**src/rtl/injetor_stream_if.sv**
```systemverilog
// Stream bundle for the error injector: upstream word in, downstream word out.
//   in_valid/in_ready/entrada         upstream valid/ready handshake and word
//   out_valid/out_ready/saida         downstream valid/ready handshake and word
//   injetado                          qualifies saida: 1 = word was corrupted
// Modports: slave = injector side, master = environment (producer + consumer).
interface injetor_stream_if #(
    parameter int W = 9
);
    logic         in_valid;
    logic         in_ready;
    logic [W-1:0] entrada;
    logic         out_valid;
    logic         out_ready;
    logic [W-1:0] saida;
    logic         injetado;

    modport slave (
        input  in_valid, entrada, out_ready,
        output in_ready, out_valid, saida, injetado
    );

    modport master (
        output in_valid, entrada, out_ready,
        input  in_ready, out_valid, saida, injetado
    );
endinterface

```
**src/rtl/injetor_stream.sv**
```systemverilog
// Error injector for parity-protected words on a valid/ready stream. Sits
// between parity generator and checker and flips chosen bits in single-shot,
// periodic or walking-bit mode, counting delivered corrupted words.
// Ports:
//   clk, rst      clock (rising edge) and async active-high reset
//   s             stream bundle (injetor_stream_if.slave), 1-cycle latency
//   cfg_arm       one-cycle pulse: latch cfg_* and start the selected mode
//   cfg_modo      00 off, 01 single-shot, 10 periodic, 11 walking
//   cfg_bit       bit index to flip (start index when walking)
//   cfg_periodo   periodic mode: corrupt every cfg_periodo-th word
//   ativo         1 while the FSM is not IDLE
//   cont_inj      saturating count of corrupted words delivered
// Build option: INJETOR_DUPLO_ERRO_EN flips bit b and its wrap-around
// neighbour, a double error that parity cannot detect.
//
// state    | meaning
// IDLE     | no injection, words pass unmodified
// UNICO    | corrupt the next accepted word, then return to IDLE
// CONTINUO | periodic or walking injection until re-armed
module injetor_stream #(
    parameter int W     = 9,
    parameter int IW    = 4,
    parameter int PER_W = 16,
    parameter int CNT_W = 16
) (
    input  logic             clk,
    input  logic             rst,
    injetor_stream_if.slave  s,
    input  logic             cfg_arm,
    input  logic [1:0]       cfg_modo,
    input  logic [IW-1:0]    cfg_bit,
    input  logic [PER_W-1:0] cfg_periodo,
    output logic             ativo,
    output logic [CNT_W-1:0] cont_inj
);
    typedef enum logic [1:0] {IDLE, UNICO, CONTINUO} state_t;

    localparam logic [IW-1:0] ULT = IW'(W - 1);

    state_t           state;
    logic [IW-1:0]    bit_lat;
    logic [PER_W-1:0] per_lat;
    logic [PER_W-1:0] cnt;
    logic             walk_lat;

    logic             accept;
    logic             sel;
    logic             in_range;
    logic [IW-1:0]    b_next;
    logic [PER_W:0]   cnt_inc;
    logic [W-1:0]     mask;

    assign s.in_ready = !s.out_valid || s.out_ready;
    assign accept     = s.in_valid && s.in_ready;
    assign ativo      = (state != IDLE);

    always_comb begin
        // Extra top bit keeps cnt+1 from wrapping before the compare.
        cnt_inc  = {1'b0, cnt} + 1'b1;
        b_next   = (bit_lat == ULT) ? '0 : bit_lat + IW'(1);
        in_range = (bit_lat <= ULT);
        sel      = 1'b0;
        case (state)
            UNICO:    sel = 1'b1;
            CONTINUO: sel = walk_lat || (cnt_inc >= {1'b0, per_lat});
            default:  sel = 1'b0;
        endcase
        mask = '0;
        if (sel && in_range) begin
            mask = W'(1) << bit_lat;
`ifdef INJETOR_DUPLO_ERRO_EN
            mask = mask | (W'(1) << b_next);
`endif
        end
    end

    always_ff @(posedge clk or posedge rst) begin
        if (rst) begin
            state      <= IDLE;
            bit_lat    <= '0;
            per_lat    <= '0;
            cnt        <= '0;
            walk_lat   <= 1'b0;
            s.out_valid <= 1'b0;
            s.saida    <= '0;
            s.injetado <= 1'b0;
            cont_inj   <= '0;
        end else begin
            if (accept) begin
                s.out_valid <= 1'b1;
                s.saida     <= s.entrada ^ mask;
                s.injetado  <= (mask != '0);
            end else if (s.out_ready) begin
                s.out_valid <= 1'b0;
            end

            if (s.out_valid && s.out_ready && s.injetado && !(&cont_inj))
                cont_inj <= cont_inj + 1'b1;

            // An arm overrides whatever the accepted word would have done to
            // the FSM; the word itself was already masked with the old config.
            if (cfg_arm) begin
                bit_lat  <= cfg_bit;
                per_lat  <= cfg_periodo;
                cnt      <= '0;
                walk_lat <= cfg_modo[0];
                case (cfg_modo)
                    2'b00:   state <= IDLE;
                    2'b01:   state <= UNICO;
                    default: state <= CONTINUO;
                endcase
            end else if (accept) begin
                case (state)
                    UNICO: state <= IDLE;
                    CONTINUO: begin
                        if (walk_lat)
                            bit_lat <= b_next;
                        else
                            cnt <= sel ? '0 : cnt_inc[PER_W-1:0];
                    end
                    default: ;
                endcase
            end
        end
    end
endmodule
```
**src/flat_wrapper.sv**
```systemverilog
// flat-port wrapper written by rule: the top's interface ports become plain ports
module injetor_stream_flat 
#(
    parameter int W     = 9,
    parameter int IW    = 4,
    parameter int PER_W = 16,
    parameter int CNT_W = 16
)
  (clk, rst, cfg_arm, cfg_modo, cfg_bit, cfg_periodo, ativo, cont_inj, s_in_valid, s_entrada, s_out_ready, s_in_ready, s_out_valid, s_saida, s_injetado);
  injetor_stream_if #(.W(W)) s_i ();
  input  logic clk;
  input  logic rst;
  input  logic cfg_arm;
  input  logic [1:0] cfg_modo;
  input  logic [IW-1:0] cfg_bit;
  input  logic [PER_W-1:0] cfg_periodo;
  output logic ativo;
  output logic [CNT_W-1:0] cont_inj;
  input wire logic [$bits(s_i.in_valid)-1:0] s_in_valid;
  input wire logic [$bits(s_i.entrada)-1:0] s_entrada;
  input wire logic [$bits(s_i.out_ready)-1:0] s_out_ready;
  output wire logic [$bits(s_i.in_ready)-1:0] s_in_ready;
  output wire logic [$bits(s_i.out_valid)-1:0] s_out_valid;
  output wire logic [$bits(s_i.saida)-1:0] s_saida;
  output wire logic [$bits(s_i.injetado)-1:0] s_injetado;
  assign s_i.in_valid = s_in_valid;
  assign s_i.entrada = s_entrada;
  assign s_i.out_ready = s_out_ready;
  assign s_in_ready = s_i.in_ready;
  assign s_out_valid = s_i.out_valid;
  assign s_saida = s_i.saida;
  assign s_injetado = s_i.injetado;
  injetor_stream #(.W(W), .IW(IW), .PER_W(PER_W), .CNT_W(CNT_W)) u_core (.clk(clk), .rst(rst), .s(s_i), .cfg_arm(cfg_arm), .cfg_modo(cfg_modo), .cfg_bit(cfg_bit), .cfg_periodo(cfg_periodo), .ativo(ativo), .cont_inj(cont_inj));
endmodule
```
**config.mk**
```make
export PLATFORM = sky130hd
export DESIGN_NAME = injetor_stream_flat
export DESIGN_NICKNAME = d
export VERILOG_FILES = /design/src/rtl/injetor_stream_if.sv /design/src/rtl/injetor_stream.sv /design/src/flat_wrapper.sv
export SDC_FILE = /design/constraint.sdc
export NUM_CORES = 1
export LEC_CHECK = 0
export BUFFER_PORTS_ARGS = -buffer_cell sky130_fd_sc_hd__buf_2
export CORE_MARGIN = 2
export CORE_UTILIZATION = 30
export DETAILED_ROUTE_END_ITERATION = 8
export PLACE_DENSITY_LB_ADDON = 0.1
export SETUP_SLACK_MARGIN = 0.15
export SYNTH_ARGS = -nofsm -noshare
export SYNTH_HDL_FRONTEND = slang
export SYNTH_SLANG_ARGS = --single-unit
```
**constraint.sdc**
```tcl
create_clock -name clk -period 7.2 [get_ports clk]
set_input_delay 0.72 -clock clk [delete_from_list [all_inputs] [get_ports clk]]
set_output_delay 0.72 -clock clk [all_outputs]
set_load 0.02 [all_outputs]
```
==> metrics.txt, run 1 <==
status=completed; Worst-Margin Slew=approximately 880 ps; commonest non-fill, non-tap cell in the layout=dfrtp_1; max-cap violation count=0; f_max=around 290 MHz; gr ovfl total=0; CP Class=register to register; die footprint=13610 sq um; post-synthesis async set-or-reset flop share=1.000; post-synth cell types=59; Yosys warning total=0; dominant synthesized flop cell=dfrtp_1; Hold WC Path Type=register to register; count of buffers from port buffering=between 60 and 70; CP arrival=between 3000 and 4000 ps; Worst-Skew Late Latency=~350 ps; via count=2944; hold buffer count at CTS=0; largest net degree at the start of global routing=67; hold path start=u_core.s.saida[8]; fin crit period=between 3000 and 4000 ps; Setup violations, final=0; Finished Cell Area=around 4600 sq um; Net Switching=~300 uW; Post-Syn Area=between 3000 and 4000 sq um; initial core utilization=0.3042; final hold violation count=0; R2R setup slack=about 3700 ps; post-cts sizing count=0; CORE AREA=between 10000 and 15000 sq um; row cnt=slightly above 40; syn_nets=450; Die Ht=approximately 120 um; FF-to-FF path depth=13; Layout area overhead=20.64%; largest vdd supply drop=approximately 0.00014 V; final number of max-transition violations=0; initial antenna violation count=0; Clk pwr share=0.430; hold endpoint=u_core.s.saida[8]; routed wire length=8691 um; crit end category=register; ANT cells=0; global-route usage over all layers=0.1405; FF+latch count, synth=between 60 and 70; share of cells above drive strength 1=0.2314; drt pass-1 iters=6; H-Tree Depth=3; vias in the first global route=between 2000 and 3000; synthesized netlist cell count=387; Clock Skews=approximately 8.4 ps; CTS sink cnt=66; TritonCTS buffer count=9; nets=a little over 500; Avg Inst Size Synth=9.838 sq um; FF-to-FF End=u_core.s.saida[2]; Via density=about 4.7; Period Utilization, post-route=0.4803; RePlAce Congestion=about 0.76; CP startpoint kind=register; most frequent cells in the layout=dfrtp_1, buf_2, nand2_1; Clock transition at path regs=around 60 ps; slew margin rel.=0.4115; Pint=between 700 and 800 uW; CTS root buf=clkbuf_16; WP data required=between 7000 and 8000 ps; Hold Crit Depth=2; HPWL after DPL=between 6000 and 7000 um; DRC violations left=0; register share of total power=0.410; io pins=65; CTS tree=done; crit path max fanout=7; setup TNS=0 ps; antenna-violating nets left=0; Post-synth EDFFs=0; RSZ-0062 raised after global routing=false; FF-to-FF Start=u_core.cnt[2]; drt initial violations=~170; Pleak=~0.0022 uW; Combinational Power Share=0.160; P per Cell Area=about 230 nW/um^2; width of the die=~120 um; Seq/Total Area, Yosys=0.4338; clock buffer depth=2; WL/cell=13.80 um; post-CTS setup buffers=0; FILL cells=between 1000 and 1500; Placement Cell Area=approximately 4300 sq um; switching fraction of total power=0.2930; first-pass GRT wire length=14410 um
[cell usage after synthesis (all sizes together), types with 3 or more instances]
cell,n,area (sq um)
nor3,7,40.04
o211ai,4,30.03
or2,4,25.03
xnor2,17,148.9
clkbuf,6,22.52
a22o,10,87.58
and3,3,23.77
nand2,55,209.0
nor2b,6,37.54
or3,3,23.77
a21oi,13,76.33
nand3,16,95.09
o21ai,36,180.2
xor2,16,140.1
a31oi,8,62.56
a22oi,3,22.52
nor4,3,48.80
ha,27,337.8
and4,5,46.29
nor2,10,37.54
dfrtp,66,1652
nand4,7,50.05
inv,30,112.6
buf,5,37.54
nand2b,3,21.27
[power groups by stage]
stage | Combinational, uW | Clock (uW) | Sequential (uW)
finish | 165 | 445 | 424
global route | 190 | 478 | 428
CTS | 169 | 462 | 425
detailed placement | 168 | 0 | 432
global placement | 169 | 0 | 431
floorplan | 102 | 0 | 442
[metal layers]
layer	vias to the layer above	global-route usage	wire length (um)
met2	56	0.2085	3859
met1	1384	0.1937	4345
met3	10	0.04567	356
li1	1494	-	-
met4	0	0.04706	129
met5	-	0	0
[layout make-up]
class,instances,area [sq um],area share
clock inverter,6,66.31,0.01444
timing repair buffer,66,335.3,0.07300
clock buffer,10,229.0,0.04985
tap,172,215.2,0.04685
inverter,31,116.4,0.02533
multi-input combinational,279,1979,0.4309
sequential,66,1652,0.3596
[how the worst max path moves through the flow]
| stage | startpoint | to | slack (ps) |
|---|---|---|---|
| 5_1_grt | u_core.cnt[2] | u_core.s.saida[2] | 3370 |
| 4_1_cts | u_core.cnt[3] | u_core.s.saida[2] | 3690 |
| 3_5_place_dp | u_core.cnt[3] | u_core.s.saida[2] | 3710 |
| 3_3_place_gp | u_core.cnt[2] | u_core.s.saida[2] | 3820 |
| 2_1_floorplan | u_core.cnt[2] | u_core.s.saida[2] | 4120 |
| 6_report | u_core.cnt[2] | u_core.s.saida[2] | 3740 |
[flip-flops by register name, summed over array words and instances, names as in the netlist]
name,count
u_core.state,2
u_core.bit_lat,4
u_core.per_lat,16
u_core.cnt,16
u_core.s.injetado,1
u_core.cont_inj,16
u_core.s.out_valid,1
u_core.walk_lat,1
u_core.s.saida,9
[critical path, stage by stage (launching register included)]
cell and delay (ps):
dfrtp_1 410, and3_1 190, and3_1 220, nand2_1 140
or3_1 350, xnor2_1 160, ha_1 290, nand4_1 150
nor4_4 280, o31ai_2 130, a31oi_1 430, or2_1 300
and4_1 220, o21ai_1 50
[logic make-up after synthesis]
family / count (synthesis) / synth area share
mux: 3 / 0.008544
simple gates: 128 / 0.1863
compound gates: 88 / 0.1604
fa+ha+maj: 27 / 0.08873
xor+xnor: 33 / 0.07591
flops: 66 / 0.4338
buf+inv: 42 / 0.04634
[through the flow]
stage	std cells	power [uW]	setup WS, ps	hold WS, ps	util
detailed placement	614	599.7	3708	470.1	0.3434
CTS	630	1056	3689	484.2	0.3670
floorplan	387	543.6	4123	484.9	-
finish	630	1034	3742	478.5	0.3670
global route	630	1096	3367	496.6	0.3670
global placement	614	600.3	3825	468.2	0.3434
(Power assumes the default switching activity.)
==> inputs of run 2 (changes only) <==
clock period = 3.2 ns   (was 7.2 ns; I/O delays follow)
==> run 2 against run 1 <==
Global-route usage up 0.44 points; sequential share of layout area down 2.3 points; combinational power up 150%; first-iteration DRC count down 33%; flip-flop and latch count unchanged; fmax up 14%; register-to-register slack worse by 3600 ps; cell count up 2.5%; core utilization up 2.6 points; final area up 7.1%.
==> metrics.txt, run 2 (synthesized netlist as in run 1, its figures left out) <==
drt initial violations=111 (-33%); initial antenna violation count=0 (unchanged); FF-to-FF Start=u_core.cnt[4]; critical path cell sequence=and3_4 -> and3_4 -> nand2_4 -> or3_4 -> xnor2_2 -> ha_1 -> nand4_1 -> nor4_4 -> a41oi_4 -> a31oi_4 -> o22ai_4 -> buf_12 -> a22o_1; max-cap violation count=0 (unchanged); clock buffer depth=2 (unchanged); top flop regs=u_core.cnt x16, u_core.cont_inj x16, u_core.per_lat x16; hold buffer count at CTS=0 (unchanged); largest vdd supply drop=0.0004017 V (+190%); RSZ-0062 raised after global routing=true; crit path max fanout=19 (+12); CTS tree=done; final hold violation count=0 (unchanged); count of buffers from port buffering=64 (unchanged); fin crit period=3024 ps (-434.6 ps); status=completed; crit end category=register; Setup violations, final=0 (unchanged); CORE AREA=12520 sq um (unchanged); CP arrival=3250 ps (-430 ps); Hold WC Path Type=primary input to asynchronous set/reset pin; first-pass GRT wire length=14950 um (+3.7%); FILL cells=1323 (+0.92%); Via density=4.664 (-0.19%); slowest stage cell, crit path=or3_4; most frequent CP cell=and3_4; slew margin rel.=0.5920 (+0.1805); HPWL after DPL=6653 um (+6.8%); Period Utilization, post-route=0.9449 (+0.4646); routed wire length=9027 um (+3.9%); width of the die=116.7 um (unchanged); Clock transition at path regs=60 ps (about the same); WL/cell=13.97 um (+1.3%); Layout area overhead=29.15%; via count=3013 (+2.3%); Finished Cell Area=4917 sq um (+7.1%); antenna-violating nets left=0 (unchanged); Worst-Margin Slew=611.2 ps (-271.6 ps); setup TNS=0 ps (unchanged); Post-Layout Cell Count=646 (+2.5%); Tot Pwr=2570 uW (+150%); CTS sink cnt=66 (unchanged); ANT cells=0 (unchanged); Placement Cell Area=4429 sq um (+3.1%); Pleak=0.002377 uW (+6.6%); largest net degree at the start of global routing=48 (-28%); hold slack=42.59 ps (-435.9 ps); largest stage delay on the critical path=350 ps (-80 ps); Setup crit start=u_core.cnt[4]; P per Cell Area=522.6 nW/um^2 (+130%); vias in the first global route=2940 (+5.8%); DRC violations left=0 (unchanged); initial core utilization=0.3042 (unchanged); Clock Skews=9.490 ps (+1.087 ps); FF-to-FF path depth=13 (unchanged); share of cells above drive strength 1=0.2954 (+0.06392); f_max=330.7 MHz (+14%); H-Tree Depth=3 (unchanged); final number of max-transition violations=0 (unchanged); io pins=65 (unchanged); global-route usage over all layers=0.1449 (+0.004404); gr ovfl total=0 (unchanged); Die Ht=116.7 um (unchanged); WP data required=3430 ps (-3990 ps); placed cell count=629 (+2.4%); CP Class=register to register; TritonCTS buffer count=9 (unchanged); CTS root buf=clkbuf_16; row cnt=41 (unchanged); most frequent cells in the layout=dfrtp_1, buf_2, nand2_1; CP startpoint kind=register; drt pass-1 iters=4 (-2); die footprint=13610 sq um (unchanged); RePlAce Congestion=0.7728 (+2.3%); Worst-Skew Late Latency=340 ps (about the same); commonest non-fill, non-tap cell in the layout=dfrtp_1; nets=533 (+3.3%)
==> run 2: cell types whose count changed in the layout (fill, tap and decap cells not counted), moves of 2 or more <==
| cell | change |
|---|---|
| ha_4 | +2 |
| clkinvlp_4 | -2 |
| a31oi_4 | +2 |
| a21oi_1 | -2 |
| a21oi_2 | +2 |
| ha_1 | -2 |
| bufinv_16 | +3 |
| and3_4 | +2 |
| and3_1 | -2 |
| buf_4 | +16 |
==> run 2: layer usage <==
metal  up-vias  part of all wire  global-route usage
met5         -                 0                   0
met3        14             0.036             0.02958
met2        52              0.44              0.2136
li1       1524                 -                   -
met4         0             0.021             0.06824
met1      1423              0.50              0.2037
==> run 2: worst max-delay path: cells and delay by family (launching register included) <==
kind	cells	cell delay, ps
compound gates	4	740
xor+xnor	1	160
fa+ha+maj	1	280
buf+inv	1	160
flops	1	340
simple gates	6	1220
==> run 2: cell type report <==
type,count,area (sq um),share of cell area
clock buffers,10,229.0,0.04656
multi-input cells,279,2101,0.4272
well taps,172,215.2,0.04377
repair buffers,83,475.5,0.09669
inverters,31,116.4,0.02366
flip-flops and latches,66,1653,0.3361
clock inverters,5,127.6,0.02595
==> run 2: metrics by stage <==
stage          worst slack [ps]    util
6_report                  176.4  0.3928
5_1_grt                  -37.52  0.3928
4_1_cts                   150.2  0.3868
3_5_place_dp              46.69  0.3539
3_3_place_gp              107.2  0.3539
2_1_floorplan             216.6       -
==> run 2: path summary, 6_finish.rpt <==
path	end	slack [ps]
max in group asynchronous	u_core.cnt[4]	2400
min reg2reg	u_core.s.saida[3]	490
max reg2reg	u_core.cnt[1]	180
max	u_core.cnt[1]	180
min in group clk	u_core.per_lat[9]	180
min	u_core.cont_inj[0]	40
==> run 2: power by group <==
group | internal (uW) | leakage, uW | switching [uW]
Clock | 835 | 0.000169 | 372
Sequential | 900 | 0.000851 | 56.8
Combinational | 161 | 0.00136 | 244
Total | 1900 | 0.00238 | 673
==> run 2: timing repair <==
action,4_1_cts,5_1_grt
setup endpoints to repair,17,26
resized for setup,10,11
pin swaps,0,8
setup buffers,0,2
